## src/rtl/gen_gamma_decoder_pkg.sv

```systemverilog
// gen_gamma_pkg: shared constants, FIFO state enum and coded-word type for the gamma decoder
package gen_gamma_pkg;
  localparam int SIZE_DEF = 8;
  localparam int DEPTH_DEF = 4;
  typedef enum logic [1:0] {EMPTY, FILL, FULL} fifo_state_t;
  typedef logic [SIZE_DEF:0] coded_word_t;
endpackage

```

## src/rtl/gen_gamma_decoder_if.sv

```systemverilog
// gen_gamma_decoder_if: gamma, coded-word and output handshakes of the gamma decoder
// master drives gam_*/cod_* data+valid and out_ready; slave (the decoder) drives the rest
interface gen_gamma_decoder_if #(parameter int SIZE = 8);
  logic [SIZE-1:0] gam_data;
  logic gam_valid, gam_ready;
  logic [SIZE:0] cod_data;
  logic cod_valid, cod_ready;
  logic [SIZE-1:0] out_data;
  logic out_valid, out_ready;
  logic err;
  logic [15:0] err_cnt;
  modport master (
    output gam_data, gam_valid, cod_data, cod_valid, out_ready,
    input gam_ready, cod_ready, out_data, out_valid, err, err_cnt
  );
  modport slave (
    input gam_data, gam_valid, cod_data, cod_valid, out_ready,
    output gam_ready, cod_ready, out_data, out_valid, err, err_cnt
  );
endinterface

```

## src/rtl/gen_gamma_decoder_fifo.sv

```systemverilog
// gamma_fifo: DEPTH-entry gamma word FIFO with EMPTY/FILL/FULL state machine
// ports: clk, rst (sync, active-high), clr (sync flush), push/din, pop/dout, empty, full
module gamma_fifo
  import gen_gamma_pkg::*;
#(
  parameter int W = 8,
  parameter int DEPTH = 4
) (
  input  logic clk,
  input  logic rst,
  input  logic clr,
  input  logic push,
  input  logic pop,
  input  logic [W-1:0] din,
  output logic [W-1:0] dout,
  output logic empty,
  output logic full
);
  localparam int AW = $clog2(DEPTH);
  localparam int CW = AW + 1;
  logic [W-1:0] r_mem [DEPTH];
  logic [AW-1:0] r_wr, r_rd;
  logic [CW-1:0] r_cnt, w_cnt_nxt;
  fifo_state_t r_state, w_state_nxt;
  assign w_cnt_nxt = r_cnt + CW'(push) - CW'(pop);
  always_comb begin
    w_state_nxt = FILL;
    w_state_nxt = (w_cnt_nxt == '0) ? EMPTY : (w_cnt_nxt == CW'(DEPTH)) ? FULL : FILL;
  end
  always_ff @(posedge clk) begin
    if (rst || clr) begin
      r_state <= EMPTY;
      r_cnt <= '0;
      r_wr <= '0;
      r_rd <= '0;
    end else begin
      r_state <= w_state_nxt;
      r_cnt <= w_cnt_nxt;
      r_wr <= r_wr + AW'(push);
      r_rd <= r_rd + AW'(pop);
    end
  end
  always_ff @(posedge clk) begin
    if (push) r_mem[r_wr] <= din;
  end
  assign dout = r_mem[r_rd];
  assign empty = (r_state == EMPTY);
  assign full = (r_state == FULL);
endmodule

```

## src/rtl/gen_gamma_decoder.sv

```systemverilog
// gen_gamma_decoder: recovers plaintext as coded sum minus buffered gamma, with carry check
// ports: clk, res_n (sync, active-high reset), flush (sync clear), bus (slave modport of
// gen_gamma_decoder_if). Macro GEN_GAMMA_DECODER_CHECK_EN enables err / err_cnt.
module gen_gamma_decoder
  import gen_gamma_pkg::*;
#(
  parameter int SIZE = SIZE_DEF,
  parameter int DEPTH = DEPTH_DEF
) (
  input logic clk,
  input logic res_n,
  input logic flush,
  gen_gamma_decoder_if.slave bus
);
  logic w_empty, w_full, w_gam_xfer, w_cod_xfer, r_valid;
  logic [SIZE-1:0] w_g, w_sum, r_data;
  assign w_sum = bus.cod_data[SIZE-1:0];
  // readies are forced to their reset values combinationally while res_n is high
  assign bus.gam_ready = res_n | !w_full;
  assign bus.cod_ready = !res_n & !w_empty & (!r_valid | bus.out_ready);
  assign w_gam_xfer = bus.gam_valid & bus.gam_ready & !res_n & !flush;
  assign w_cod_xfer = bus.cod_valid & bus.cod_ready & !flush;
  gamma_fifo #(.W(SIZE), .DEPTH(DEPTH)) u_fifo (
    .clk(clk),
    .rst(res_n),
    .clr(flush),
    .push(w_gam_xfer),
    .pop(w_cod_xfer),
    .din(bus.gam_data),
    .dout(w_g),
    .empty(w_empty),
    .full(w_full)
  );
  always_ff @(posedge clk) begin
    if (res_n) begin
      r_valid <= 1'b0;
      r_data <= '0;
    end else if (flush) begin
      r_valid <= 1'b0;
    end else if (w_cod_xfer) begin
      r_valid <= 1'b1;
      r_data <= w_sum - w_g;
    end else if (bus.out_ready) begin
      r_valid <= 1'b0;
    end
  end
  assign bus.out_valid = r_valid;
  assign bus.out_data = r_data;
`ifdef GEN_GAMMA_DECODER_CHECK_EN
  logic r_err, w_err;
  logic [15:0] r_err_cnt;
  // carry must match the borrow of the subtraction for a consistent coded word
  assign w_err = bus.cod_data[SIZE] ^ (w_sum < w_g);
  always_ff @(posedge clk) begin
    if (res_n) begin
      r_err <= 1'b0;
      r_err_cnt <= '0;
    end else begin
      if (flush) r_err <= 1'b0;
      else if (w_cod_xfer) r_err <= w_err;
      if (w_cod_xfer && w_err && r_err_cnt != 16'hFFFF) r_err_cnt <= r_err_cnt + 16'd1;
    end
  end
  assign bus.err = r_err;
  assign bus.err_cnt = r_err_cnt;
`else
  assign bus.err = 1'b0;
  assign bus.err_cnt = '0;
`endif
endmodule

```

## src/flat_wrapper.sv

```systemverilog
// flat-port wrapper written by rule: the top's interface ports become plain ports
module gen_gamma_decoder_flat import gen_gamma_pkg::*;
#(
  parameter int SIZE = SIZE_DEF,
  parameter int DEPTH = DEPTH_DEF
)
  (clk, res_n, flush, bus_gam_data, bus_gam_valid, bus_cod_data, bus_cod_valid, bus_out_ready, bus_gam_ready, bus_cod_ready, bus_out_data, bus_out_valid, bus_err, bus_err_cnt);
  gen_gamma_decoder_if #(.SIZE(SIZE)) bus_i ();
  input logic clk;
  input logic res_n;
  input logic flush;
  input wire logic [$bits(bus_i.gam_data)-1:0] bus_gam_data;
  input wire logic [$bits(bus_i.gam_valid)-1:0] bus_gam_valid;
  input wire logic [$bits(bus_i.cod_data)-1:0] bus_cod_data;
  input wire logic [$bits(bus_i.cod_valid)-1:0] bus_cod_valid;
  input wire logic [$bits(bus_i.out_ready)-1:0] bus_out_ready;
  output wire logic [$bits(bus_i.gam_ready)-1:0] bus_gam_ready;
  output wire logic [$bits(bus_i.cod_ready)-1:0] bus_cod_ready;
  output wire logic [$bits(bus_i.out_data)-1:0] bus_out_data;
  output wire logic [$bits(bus_i.out_valid)-1:0] bus_out_valid;
  output wire logic [$bits(bus_i.err)-1:0] bus_err;
  output wire logic [$bits(bus_i.err_cnt)-1:0] bus_err_cnt;
  assign bus_i.gam_data = bus_gam_data;
  assign bus_i.gam_valid = bus_gam_valid;
  assign bus_i.cod_data = bus_cod_data;
  assign bus_i.cod_valid = bus_cod_valid;
  assign bus_i.out_ready = bus_out_ready;
  assign bus_gam_ready = bus_i.gam_ready;
  assign bus_cod_ready = bus_i.cod_ready;
  assign bus_out_data = bus_i.out_data;
  assign bus_out_valid = bus_i.out_valid;
  assign bus_err = bus_i.err;
  assign bus_err_cnt = bus_i.err_cnt;
  gen_gamma_decoder #(.SIZE(SIZE), .DEPTH(DEPTH)) u_core (.clk(clk), .res_n(res_n), .flush(flush), .bus(bus_i));
endmodule
```

## config.mk

```make
export PLATFORM = sky130hd
export DESIGN_NAME = gen_gamma_decoder_flat
export DESIGN_NICKNAME = d
export VERILOG_FILES = /design/src/rtl/gen_gamma_decoder_pkg.sv /design/src/rtl/gen_gamma_decoder_if.sv /design/src/rtl/gen_gamma_decoder_fifo.sv /design/src/rtl/gen_gamma_decoder.sv /design/src/flat_wrapper.sv
export SDC_FILE = /design/constraint.sdc
export NUM_CORES = 1
export LEC_CHECK = 0
export ABC_AREA = 1
export CAP_MARGIN = 20
export CORE_UTILIZATION = 45
export CTS_BUF_LIST = sky130_fd_sc_hd__clkbuf_4 sky130_fd_sc_hd__clkbuf_8
export CTS_CLUSTER_DIAMETER = 60
export CTS_CLUSTER_SIZE = 30
export DETAILED_ROUTE_END_ITERATION = 8
export GPL_TIMING_DRIVEN = 0
export PLACE_DENSITY = 0.79
export RECOVER_POWER = 50
export SETUP_SLACK_MARGIN = 0.3
export SYNTH_ARGS = -nofsm -noshare
export SYNTH_HDL_FRONTEND = slang
export SYNTH_SLANG_ARGS = --single-unit
```

## constraint.sdc

```tcl
create_clock -name clk -period 4.2 [get_ports clk]
set_input_delay 0.84 -clock clk [delete_from_list [all_inputs] [get_ports clk]]
set_output_delay 0.84 -clock clk [all_outputs]
set_load 0.03 [all_outputs]
```

* Word level (Yosys, flattened, before mapping)
Memories as Yosys holds them, arrays and structs flattened. A register that Yosys moved wholly into a read port is not among the register bits. Index checks and enable logic that the tools add are counted.
Storage, ports and cells: memories 1, memory bits (writable) 32, input port bits 23, output and inout port bits 28, logic and storage cells 42, bits in registers 18
Operators by class: bitwise gates (word level) 10, muxes and demuxes 6, reductions and logical operators 12, add/sub/neg operators 5, eq/ne operators 2
Memories:
- u_core.u_fifo.r_mem | depth 4, bits a word 8, rd ports 1, clocked after Yosys merged registers in 1, wr ports 1, line gen_gamma_decoder_fifo.sv:21 | logic [W-1:0] r_mem [DEPTH];
Operator list (number):
- 8-bit subtractor | 1
- 1-bit bitwise AND | 7
- 1-bit logical NOT | 5
- 2-bit by 1-bit adder with 2-bit output | 2
- 1-bit 2-to-1 mux | 4
- 2-bit 2-to-1 mux | 2
- 2-bit OR reduction | 2
- 3-bit by 1-bit adder with 3-bit output | 1
- 3-bit equality test (second input constant) | 1
- 3-bit logical NOT | 1
- 3-bit by 1-bit subtractor with 3-bit output | 1
- 2-bit equality test (second input constant) | 1
- 2-bit logical NOT | 1
- 1-bit bitwise OR | 2
- 2-bit AND reduction | 1
- 2-bit nonzero test | 1
- 1-bit logical OR | 1
- 1-bit inverter | 1

* Logic depth before layout (Yosys ltp)
Gate-level depths: netlist of run 1.
depth in word-level cells 10, depth in mapped cells 16

* By module
A second synthesis of run 1 with hierarchy kept.
Second synthesis, totals: cell total of the unflattened synthesis 259, area total of the unflattened synthesis 2476.1 um2
By module, submodules not included:
- gamma_fifo | times used 1, area each 1630.3 um2, seq. area each 1141.1 um2, cells an instance 134
- gen_gamma_decoder | times used 1, area each 845.8 um2, seq. area each 180.2 um2, cells an instance 125

* Worst setup path after synthesis of run 1
No wires, ideal clock.
path kind input to register, from input bus_out_ready, to register u_core.u_fifo.r_state[1], arrival time 2519 ps, setup time 119 ps, cell stages on the path 12, path buffers 1, path slack 1562 ps, cell sequence inv_1 > nand2_2 > nand3_4 > nor2_8 > buf_12 > ha_1 > inv_1 > ha_1 > fa_1 > xnor2_1 > xor2_1 > nor4_1
Between the ends: cells in the longest elaborated chain, start to end 7
Ends and longest elaborated chain:
- start, declared | line flat_wrapper.sv:16 | input wire logic [$bits(bus_i.out_ready)-1:0] bus_out_ready;
- 1-bit bitwise OR * | line gen_gamma_decoder.sv:20 | assign bus.cod_ready = !res_n & !w_empty & (!r_valid | bus.out_ready);
- 1-bit bitwise AND * | line gen_gamma_decoder.sv:20
- 1-bit bitwise AND * (2 in a row) | line gen_gamma_decoder.sv:22 | assign w_cod_xfer = bus.cod_valid & bus.cod_ready & !flush;
- via u_core.u_fifo.pop | line gen_gamma_decoder_fifo.sv:13 | input logic pop,
- 3-bit by 1-bit subtractor with 3-bit output * | line gen_gamma_decoder_fifo.sv:25 | assign w_cnt_nxt = r_cnt + CW'(push) - CW'(pop);
- 3-bit equality test / 3-bit logical NOT (equally long branches) | line gen_gamma_decoder_fifo.sv:28 | w_state_nxt = (w_cnt_nxt == '0) ? EMPTY : (w_cnt_nxt == CW'(DEPTH)) ? FULL : FILL;
- 2-bit 2-to-1 mux / 2-bit OR reduction (equally long branches)
- end signal, assigned | line gen_gamma_decoder_fifo.sv:37 | r_state <= w_state_nxt;
- end, declared | line gen_gamma_decoder_fifo.sv:24 | fifo_state_t r_state, w_state_nxt;
The timed path passes the listed nets; every way through them passes the cells marked *. A chain may end at the register's enable or synchronous reset.

* Final worst setup path of run 1
from input res_n, to register u_core.u_fifo.r_state[1]
Between the ends: cells in the longest elaborated chain, start to end 8
Ends and longest elaborated chain:
- start, declared | line flat_wrapper.sv:10 | input logic res_n;
- 1-bit logical NOT * | line gen_gamma_decoder.sv:20
- 1-bit bitwise AND * (2 in a row) | line gen_gamma_decoder.sv:20
- 1-bit bitwise AND * (2 in a row) | line gen_gamma_decoder.sv:22
- via u_core.u_fifo.pop | line gen_gamma_decoder_fifo.sv:13
- 3-bit by 1-bit subtractor with 3-bit output * | line gen_gamma_decoder_fifo.sv:25
- 3-bit equality test / 3-bit logical NOT (equally long branches) | line gen_gamma_decoder_fifo.sv:28
- 2-bit 2-to-1 mux / 2-bit OR reduction (equally long branches)
Marks and branches as above.

==> results summary, run 1 <==
The average detailed-routed wire length per instance came out at 11.9 um. Broken down by cell family, the worst path's largest delay share belongs to simple AND/OR/NAND/NOR gates. Counting flops and latches in the post-synthesis netlist gives 50. The clock network burns 29.6% of the power. Once the clock tree was built, the setup fixing pass inserted 0 buffers. The number of warnings reported in the yosys synthesis log is 0. The cell area power density came out at 298 nW/um^2. The worst voltage drop across the vdd grid is 0.000176 V. The number of antenna diodes in the final layout is 0. The total number of placement rows came out at 26. The post-route minimum period came out at 3440 ps.

The leakage component of the power came out at 1.32 nW. The number of buffers created by CTS is 5. The run finished with clean final reports. The proportion of register bits with asynchronous set or reset after synthesis came out at 0%. The least setup slack across all paths after layout came out at 757 ps. The average size of a mapped cell is 10.1 um^2. The via density per instance came out at 4.75. The global routing usage summed across all routing layers came out at 17.0%.

After routing the design area is 3040 um^2. The sequential cells in the finished layout cover a total of 1320 um^2. The detailed-routing iteration count for the pre-antenna-repair pass came out at 4. The wire length reported by the detailed router came out at 4.47 mm. The maximum clock insertion buffer count came out at 2. The total overflow left after global routing is 0. The sequential-to-total area share from yosys stat is 53.1%. The number of cells upsized or downsized after cts came out at 0. The final cell count without fillers is 377. The number of port buffers came out at 32. Clock-pin slew was measured on the worst setup and hold paths at 80 ps. The internal power of the cells totals 695 uW. The portion of total power attributed to sequential cells is 58.1%. The final layout net count came out at 342. The floorplan step set the die width to 76.3 um. In the routed design, unresolved DRC markers number 0. Relative to the synthesized area, the layout overhead comes to 22.4%. The switching fraction of total power is 23.4%. The first-pass GRT wire length came out at 7.69 mm. The clock tree from TritonCTS is built. The length in cells of the worst reg-to-reg path came out at 12. The number of flops mapped to enable cells by yosys is 32. The half-perimeter wire length after detailed placement is 3.45 mm. Before CTS, the worst setup slack after placement is 811 ps. Setup violations remaining at the end of the flow were counted as 0. The area of the placeable core is 5200 um^2.

The worst setup path is captured at a register. Clock tree synthesis found a total of 50 sinks. The share of cells above drive strength 1 is 14.3%.

The required arrival time at the worst endpoint came out at 4410 ps. The number of fill cells came out at 462. The number of buffers and inverters on the critical path is 3.

Traced cell by cell, the critical path runs through dlygate4sd3_1 -> nor2_1 -> nand3_4 -> nor2_1 -> buf_12 -> ha_1 -> inv_1 -> ha_1 -> fa_1 -> xnor2_1 -> xor2_1 -> nor4_1. For this run, the slowest stage of the critical path takes 570 ps. The critical path is of the in2reg type.

The data arrival time of the critical path is 3650 ps. The number of antenna violations at the first check in global routing came out at 0. The maximum fanout along the worst path came out at 11. The H-tree generated during clock tree synthesis spans 2 levels.

The count of unique library cells instantiated by Yosys is 34. The area of the multi-input gates came out at 907 um^2. Counting instances, the worst hold path has a depth of 2. The root buffer cell is sky130_fd_sc_hd__clkbuf_8. The count of hold-fix buffers inserted at cts came out at 0. From bottom edge to top edge, the die measures 76.3 um. The setup TNS after final layout came out at 0 ps.

The die area came out at 5830 um^2. The via count of the first global-routing pass came out at 1766. Including well taps, the total number of placed cells is 369.

For the pin with the worst max-slew slack, the measured transition is 759 ps. The largest net degree at the start of global routing came out at 15. Timing would allow up to 290 MHz. In this run the count of I/O pins placed on the die edge is 51. Combinational logic is responsible for 12.3% of the overall power. The count of endpoints failing hold in the final timing report is 0. The initial utilization of the core area, before any placement, comes to 47.8%.

The worst clock skew came out at 4.97 ps. The number of cells on the critical path is 12. The max-capacitance violation count came out at 0. The share of the clock period used by the worst path after layout came out at 82.0%. The synthesized netlist occupies a cell area of 2490 um^2. Setup repair after global routing left no endpoint under its margin. The DRC violation total after the first TritonRoute iteration came out at 80. The worst setup path is launched from an input pin. In this run the remaining antenna-violating nets after routing total 0. The relative slew slack is 49.0%. The slowest stage of the critical path is the sky130_fd_sc_hd__dlygate4sd3_1 cell. The later-pin clock latency in the skew report is 300 ps. The path class of the tightest hold or removal check is reg2reg. The routability congestion estimate from global placement is 0.788. The post-placement cell area is 2980 um^2. Synthesis handed over a netlist of 247 instances. For this run, the leading register cell type out of synthesis is sky130_fd_sc_hd__edfxtp_1.

The power dissipated by switching net loads came out at 213 uW. The total vias in the final route is 1791. The final hold slack is 531 ps. The max-slew violation total from the final report is 0.
==> cells by family (layout without fill, tap and decap cells) <==
kind of cell	after synthesis	count (layout)	share of synthesized area [%]
xor gates and xnor gates	7	7	2.47
and+or+nand+nor	86	86	16.4
DFF	50	50	53.1
AOI/OAI and AO/OA	35	35	8.86
buffers and inverters	55	99	11.8
adders and majority gates	13	13	7.15
other	1	17	0.151
==> cells in the final DEF (no fill, tap or decap), types with 11 or more instances in the layout <==
cell	count
sky130_fd_sc_hd__nand3_1	11
sky130_fd_sc_hd__dfxtp_1	18
sky130_fd_sc_hd__buf_4	21
sky130_fd_sc_hd__inv_1	29
sky130_fd_sc_hd__nand2_1	48
sky130_fd_sc_hd__nor2_1	15
sky130_fd_sc_hd__a21oi_1	16
sky130_fd_sc_hd__edfxtp_1	32
sky130_fd_sc_hd__dlygate4sd3_1	17
sky130_fd_sc_hd__clkdlybuf4s50_1	15
sky130_fd_sc_hd__ha_1	11
sky130_fd_sc_hd__conb_1	17
==> state kept, by name (all words and copies together), names as in the netlist <==
| register | count |
|---|---|
| u_core.bus.out_data | 8 |
| u_core.bus.out_valid | 1 |
| u_core.u_fifo.r_cnt | 3 |
| u_core.u_fifo.r_mem | 32 |
| u_core.u_fifo.r_rd | 2 |
| u_core.u_fifo.r_state | 2 |
| u_core.u_fifo.r_wr | 2 |
==> cell type report <==
| cell class | count | share of cell area [%] |
|---|---|---|
| Sequential cell | 50 | 43.4 |
| Multi-Input combinational cell | 158 | 29.8 |
| Timing Repair Buffer | 36 | 11.4 |
| Buffer | 22 | 5.59 |
| Inverter | 33 | 4.07 |
| Tap cell | 70 | 2.88 |
| Clock buffer | 6 | 2.51 |
| Clock inverter | 2 | 0.288 |
==> worst reg2reg max path, cell delays in order, from the launching register on <==
cell and delay, ps:
sky130_fd_sc_hd__dfxtp_1 380, sky130_fd_sc_hd__nor2_2 60, sky130_fd_sc_hd__nor2_1 180, sky130_fd_sc_hd__nand3_4 90
sky130_fd_sc_hd__nor2_1 490, sky130_fd_sc_hd__buf_12 220, sky130_fd_sc_hd__ha_1 140, sky130_fd_sc_hd__inv_1 40
sky130_fd_sc_hd__ha_1 200, sky130_fd_sc_hd__fa_1 370, sky130_fd_sc_hd__xnor2_1 140, sky130_fd_sc_hd__xor2_1 150
sky130_fd_sc_hd__nor4_1 180
==> synthesized netlist by cell type (2+ instances only) <==
master	instances	area, um^2
sky130_fd_sc_hd__ha_1	11	138
sky130_fd_sc_hd__o21a_1	3	22.5
sky130_fd_sc_hd__inv_2	3	11.3
sky130_fd_sc_hd__a21oi_1	16	80.1
sky130_fd_sc_hd__edfxtp_1	32	961
sky130_fd_sc_hd__nor2_1	13	48.8
sky130_fd_sc_hd__xnor2_1	5	43.8
sky130_fd_sc_hd__buf_4	18	135
sky130_fd_sc_hd__nand3_2	3	30.0
sky130_fd_sc_hd__dfxtp_1	18	360
sky130_fd_sc_hd__fa_1	2	40.0
sky130_fd_sc_hd__nand2_1	48	180
sky130_fd_sc_hd__a32o_1	5	50.1
sky130_fd_sc_hd__buf_2	3	15.0
sky130_fd_sc_hd__xor2_1	2	17.5
sky130_fd_sc_hd__o21ai_0	6	30.0
sky130_fd_sc_hd__nor3_1	4	20.0
sky130_fd_sc_hd__nand3_1	11	55.1
sky130_fd_sc_hd__inv_1	29	109
==> layer usage <==
| metal | routed length (um) | GRT usage [%] | vias to the layer above |
|---|---|---|---|
| met5 | 0 | 0 | - |
| met4 | 151 | 9.42 | 0 |
| met3 | 229 | 3.83 | 11 |
| met2 | 2240 | 29.9 | 54 |
| met1 | 1860 | 19.0 | 820 |
| li1 | - | - | 906 |
==> path summary, 6_finish.rpt <==
kind / startpoint / to / slack, ps
hold reg to reg: u_core.bus.out_data[4] / u_core.bus.out_data[4] / 530
setup / recovery: res_n / u_core.u_fifo.r_state[1] / 760
hold / removal: u_core.bus.out_data[4] / u_core.bus.out_data[4] / 530
setup reg to reg: u_core.u_fifo.r_state[1] / u_core.u_fifo.r_state[1] / 1460
==> metrics by stage <==
| step | utilization (%) | power [mW] |
|---|---|---|
| after global placement | 56.8 | 0.651 |
| after detailed placement | 57.3 | 0.654 |
| after global routing | 58.5 | 0.942 |
| final | 58.5 | 0.908 |
| after floorplan | - | 0.617 |
| after CTS | 58.9 | 0.917 |
==> power groups by stage <==
stage               clock network (mW)  registers [mW]  logic [mW]
floorplan                            0           0.540      0.0768
global placement                     0           0.539       0.112
detailed placement                   0           0.539       0.115
CTS                              0.274           0.527       0.115
global route                     0.290           0.528       0.124
finish                           0.269           0.527       0.112
Power figures use the tool's default switching activity.
==> inputs of run 2 (changes only) <==
Clock period 4.2 ns to 3.6 ns, I/O delays scaled along.
==> results summary, run 2 (synthesized netlist as in run 1, its figures left out) <==
The share of the core filled with cells in the final layout came out at 58.9% (+0.46 points). The area of the multi-input gates came out at 931 um^2 (+2.6%). The final instance area came out at 3070 um^2 (+0.78%). The count of hold-fix buffers inserted at cts came out at 0 (unchanged). The final cell count without fillers came out at 377 (unchanged). The DRC violation total after the first TritonRoute iteration came to 80 (unchanged). Leaving out fill and tap cells, the most frequent cell in the layout is sky130_fd_sc_hd__nand2_1.

The max-slew violation total from the final report is 0 (unchanged). The number of cells upsized or downsized after cts came out at 0 (unchanged). The number of antenna cells inserted came out at 0 (unchanged). The number of buffers created by CTS is 5 (unchanged). The critical path goes through dlygate4sd3_1 -> clkinv_1 -> nand3_1 -> clkdlybuf4s50_1. The share of cells above drive strength 1 is 15.0% (+0.65 points).

The via count of the first global-routing pass came out at 1766 (unchanged). The power dissipated by switching net loads is 249 uW (+17%). The wire length reported by the detailed router is 4.45 mm (-0.56%). The final count of negative-setup-slack endpoints came to 0 (unchanged). In this run the clock root is driven by a sky130_fd_sc_hd__clkbuf_8. The required arrival time at the worst endpoint was 2880 ps (-1530 ps). The first-pass GRT wire length is 7.69 mm (unchanged). The average detailed-routed wire length per instance came to 11.8 um (-0.56%). The count of endpoints failing hold in the final timing report came to 0 (unchanged). The area of the placeable core was 5200 um^2 (unchanged). The post-route minimum period came out at 3240 ps. The number of antenna violations at the first check in global routing came out at 0 (unchanged).

The post-placement cell area is 2980 um^2 (unchanged). The worst-margin pin slew came out at 759 ps (-0.257 ps). The clock-pin slew of the registers on the worst-case setup and hold paths came out at 80 ps (about the same). The worst clock skew came to 4.94 ps (-0.0271 ps). The number of port buffers is 32 (unchanged). The register cell area after layout is 1320 um^2 (unchanged). The number of top-level design ports is 51 (unchanged). The number of fill cells came out at 460 (-0.43%). The cell count after placement was 369 (unchanged). The setup slack at placement is 451 ps (-360 ps). In the layout the commonest cells are 48 x sky130_fd_sc_hd__nand2_1, 32 x sky130_fd_sc_hd__edfxtp_1, 29 x sky130_fd_sc_hd__inv_1. The flip-flop count of the largest register, all copies and words added came out at 32 (unchanged). The combinational cell fraction of total power was 12.5% (+0.2 points). The setup TNS after final layout came out at 0 ps (unchanged). The die area is 5830 um^2 (unchanged). The total chip power is 1.06 mW (+17%). The layout overhead on the synthesized area came out at 23.4%.

The class of the most critical setup path is in2out. The global routing usage summed across all routing layers came out at 17.0% (unchanged). The worst voltage drop across the vdd grid came out at 0.000206 V (+17%).

The level count of the clock H-tree came out at 2 (unchanged). The width of the die came out at 76.3 um (unchanged). The relative slew slack came out at 49.0% (about the same). The die height came to 76.3 um (unchanged). The clock share of power is 29.5% (about the same). The total internal power is 811 uW (+17%). The least setup slack across all paths after layout was 360 ps (-396 ps).

Setup repair after global routing left no endpoint under its margin. The data arrival time of the critical path came out at 2520 ps (-1130 ps). The aggregate global routing overflow was 0 (unchanged).

The via density per instance came out at 4.72 (-0.67%). The most flop-heavy register is u_core.u_fifo.r_mem. The portion of total power attributed to sequential cells came to 58.0% (about the same). The worst setup path is launched from an input pin. The leakage component of the power is 1.34 nW (+1.4%).

The total number of placement rows came out at 26 (unchanged). The worst hold path belongs to the class reg2reg. TritonCTS built the clock tree. The largest net degree at the start of global routing came out at 15 (unchanged). The maximum fanout along the worst path is 10 (-1).

The clock net sink count came out at 50 (unchanged). The later-pin clock latency in the skew report is 300 ps (about the same). The run finished with clean final reports.

The routability congestion estimate from global placement is 0.788 (unchanged). The total DRC errors in the routed layout was 0 (unchanged). The endpoint type of the worst setup path is an output pin. The post-CTS repair timing setup buffer count is 0 (unchanged).

The final hold slack is 530 ps (-0.231 ps). The detailed-routing iteration count for the pre-antenna-repair pass is 4 (unchanged). The half-perimeter wire length after detailed placement came out at 3.45 mm (unchanged). Timing would allow up to 309 MHz.

The starting density of the core is 47.8% (unchanged). The final critical path takes up 90.0% of the cycle. The final layout net count is 342 (unchanged). The maximum clock insertion buffer count came out at 2 (unchanged). The total vias in the final route is 1779 (-0.67%). The largest individual stage delay along the critical path comes from the cell sky130_fd_sc_hd__clkdlybuf4s50_1. The stage delay of the slowest cell on the critical path came out at 680 ps (+110 ps). The antenna violation net count after detailed routing is 0 (unchanged).

The cell area power density came out at 346 nW/um^2 (+16%). The max-capacitance violation count came to 0 (unchanged). The switching fraction of total power is 23.5% (+0.025 points).
==> run 2: worst max-delay path: cells and delay by family <==
family,cells,cell delay [ps]
simple gates,1,190
buf+inv,3,1600
==> run 2: area by class of cell <==
cell class              count  area share (%)
multi-input cells         158            30.4
repair buffers             36            11.3
clock inverters             2           0.286
inverters                  33            4.04
well taps                  70            2.86
plain buffers              22            5.55
clock buffers               6            2.49
flip-flops and latches     50            43.1
==> run 2: worst paths after layout <==
path / slack, ps / to / start / cells past startpoint
worst min register to register: 530 / u_core.bus.out_data[4] / u_core.bus.out_data[4] / 2
worst max register to register: 1210 / u_core.bus.out_data[6] / u_core.u_fifo.r_rd[0] / 13
worst max-delay path: 360 / bus_gam_ready / res_n / 4
worst min-delay path: 530 / u_core.bus.out_data[4] / u_core.bus.out_data[4] / 2
==> run 2: routing by layer <==
metal	GRT usage [%]	vias up	wire length, um
li1	-	908	-
met1	19.0	812	1880
met2	29.9	48	2220
met3	3.83	11	199
met4	9.42	0	151
met5	0	-	0
==> run 2: power by group through the flow <==
stage,Combinational [mW],Sequential [mW],Clock (mW)
after detailed placement,0.134,0.629,0
after global routing,0.146,0.616,0.338
final,0.132,0.615,0.313
after global placement,0.131,0.629,0
after CTS,0.135,0.615,0.320
after floorplan,0.0896,0.630,0
==> inputs of run 3 (changes only) <==
Settings changed: CTS_CLUSTER_SIZE 30 to not set.
==> results of run 3 <==
No change in the layout: final DEF, timing and power equal those of run 2.
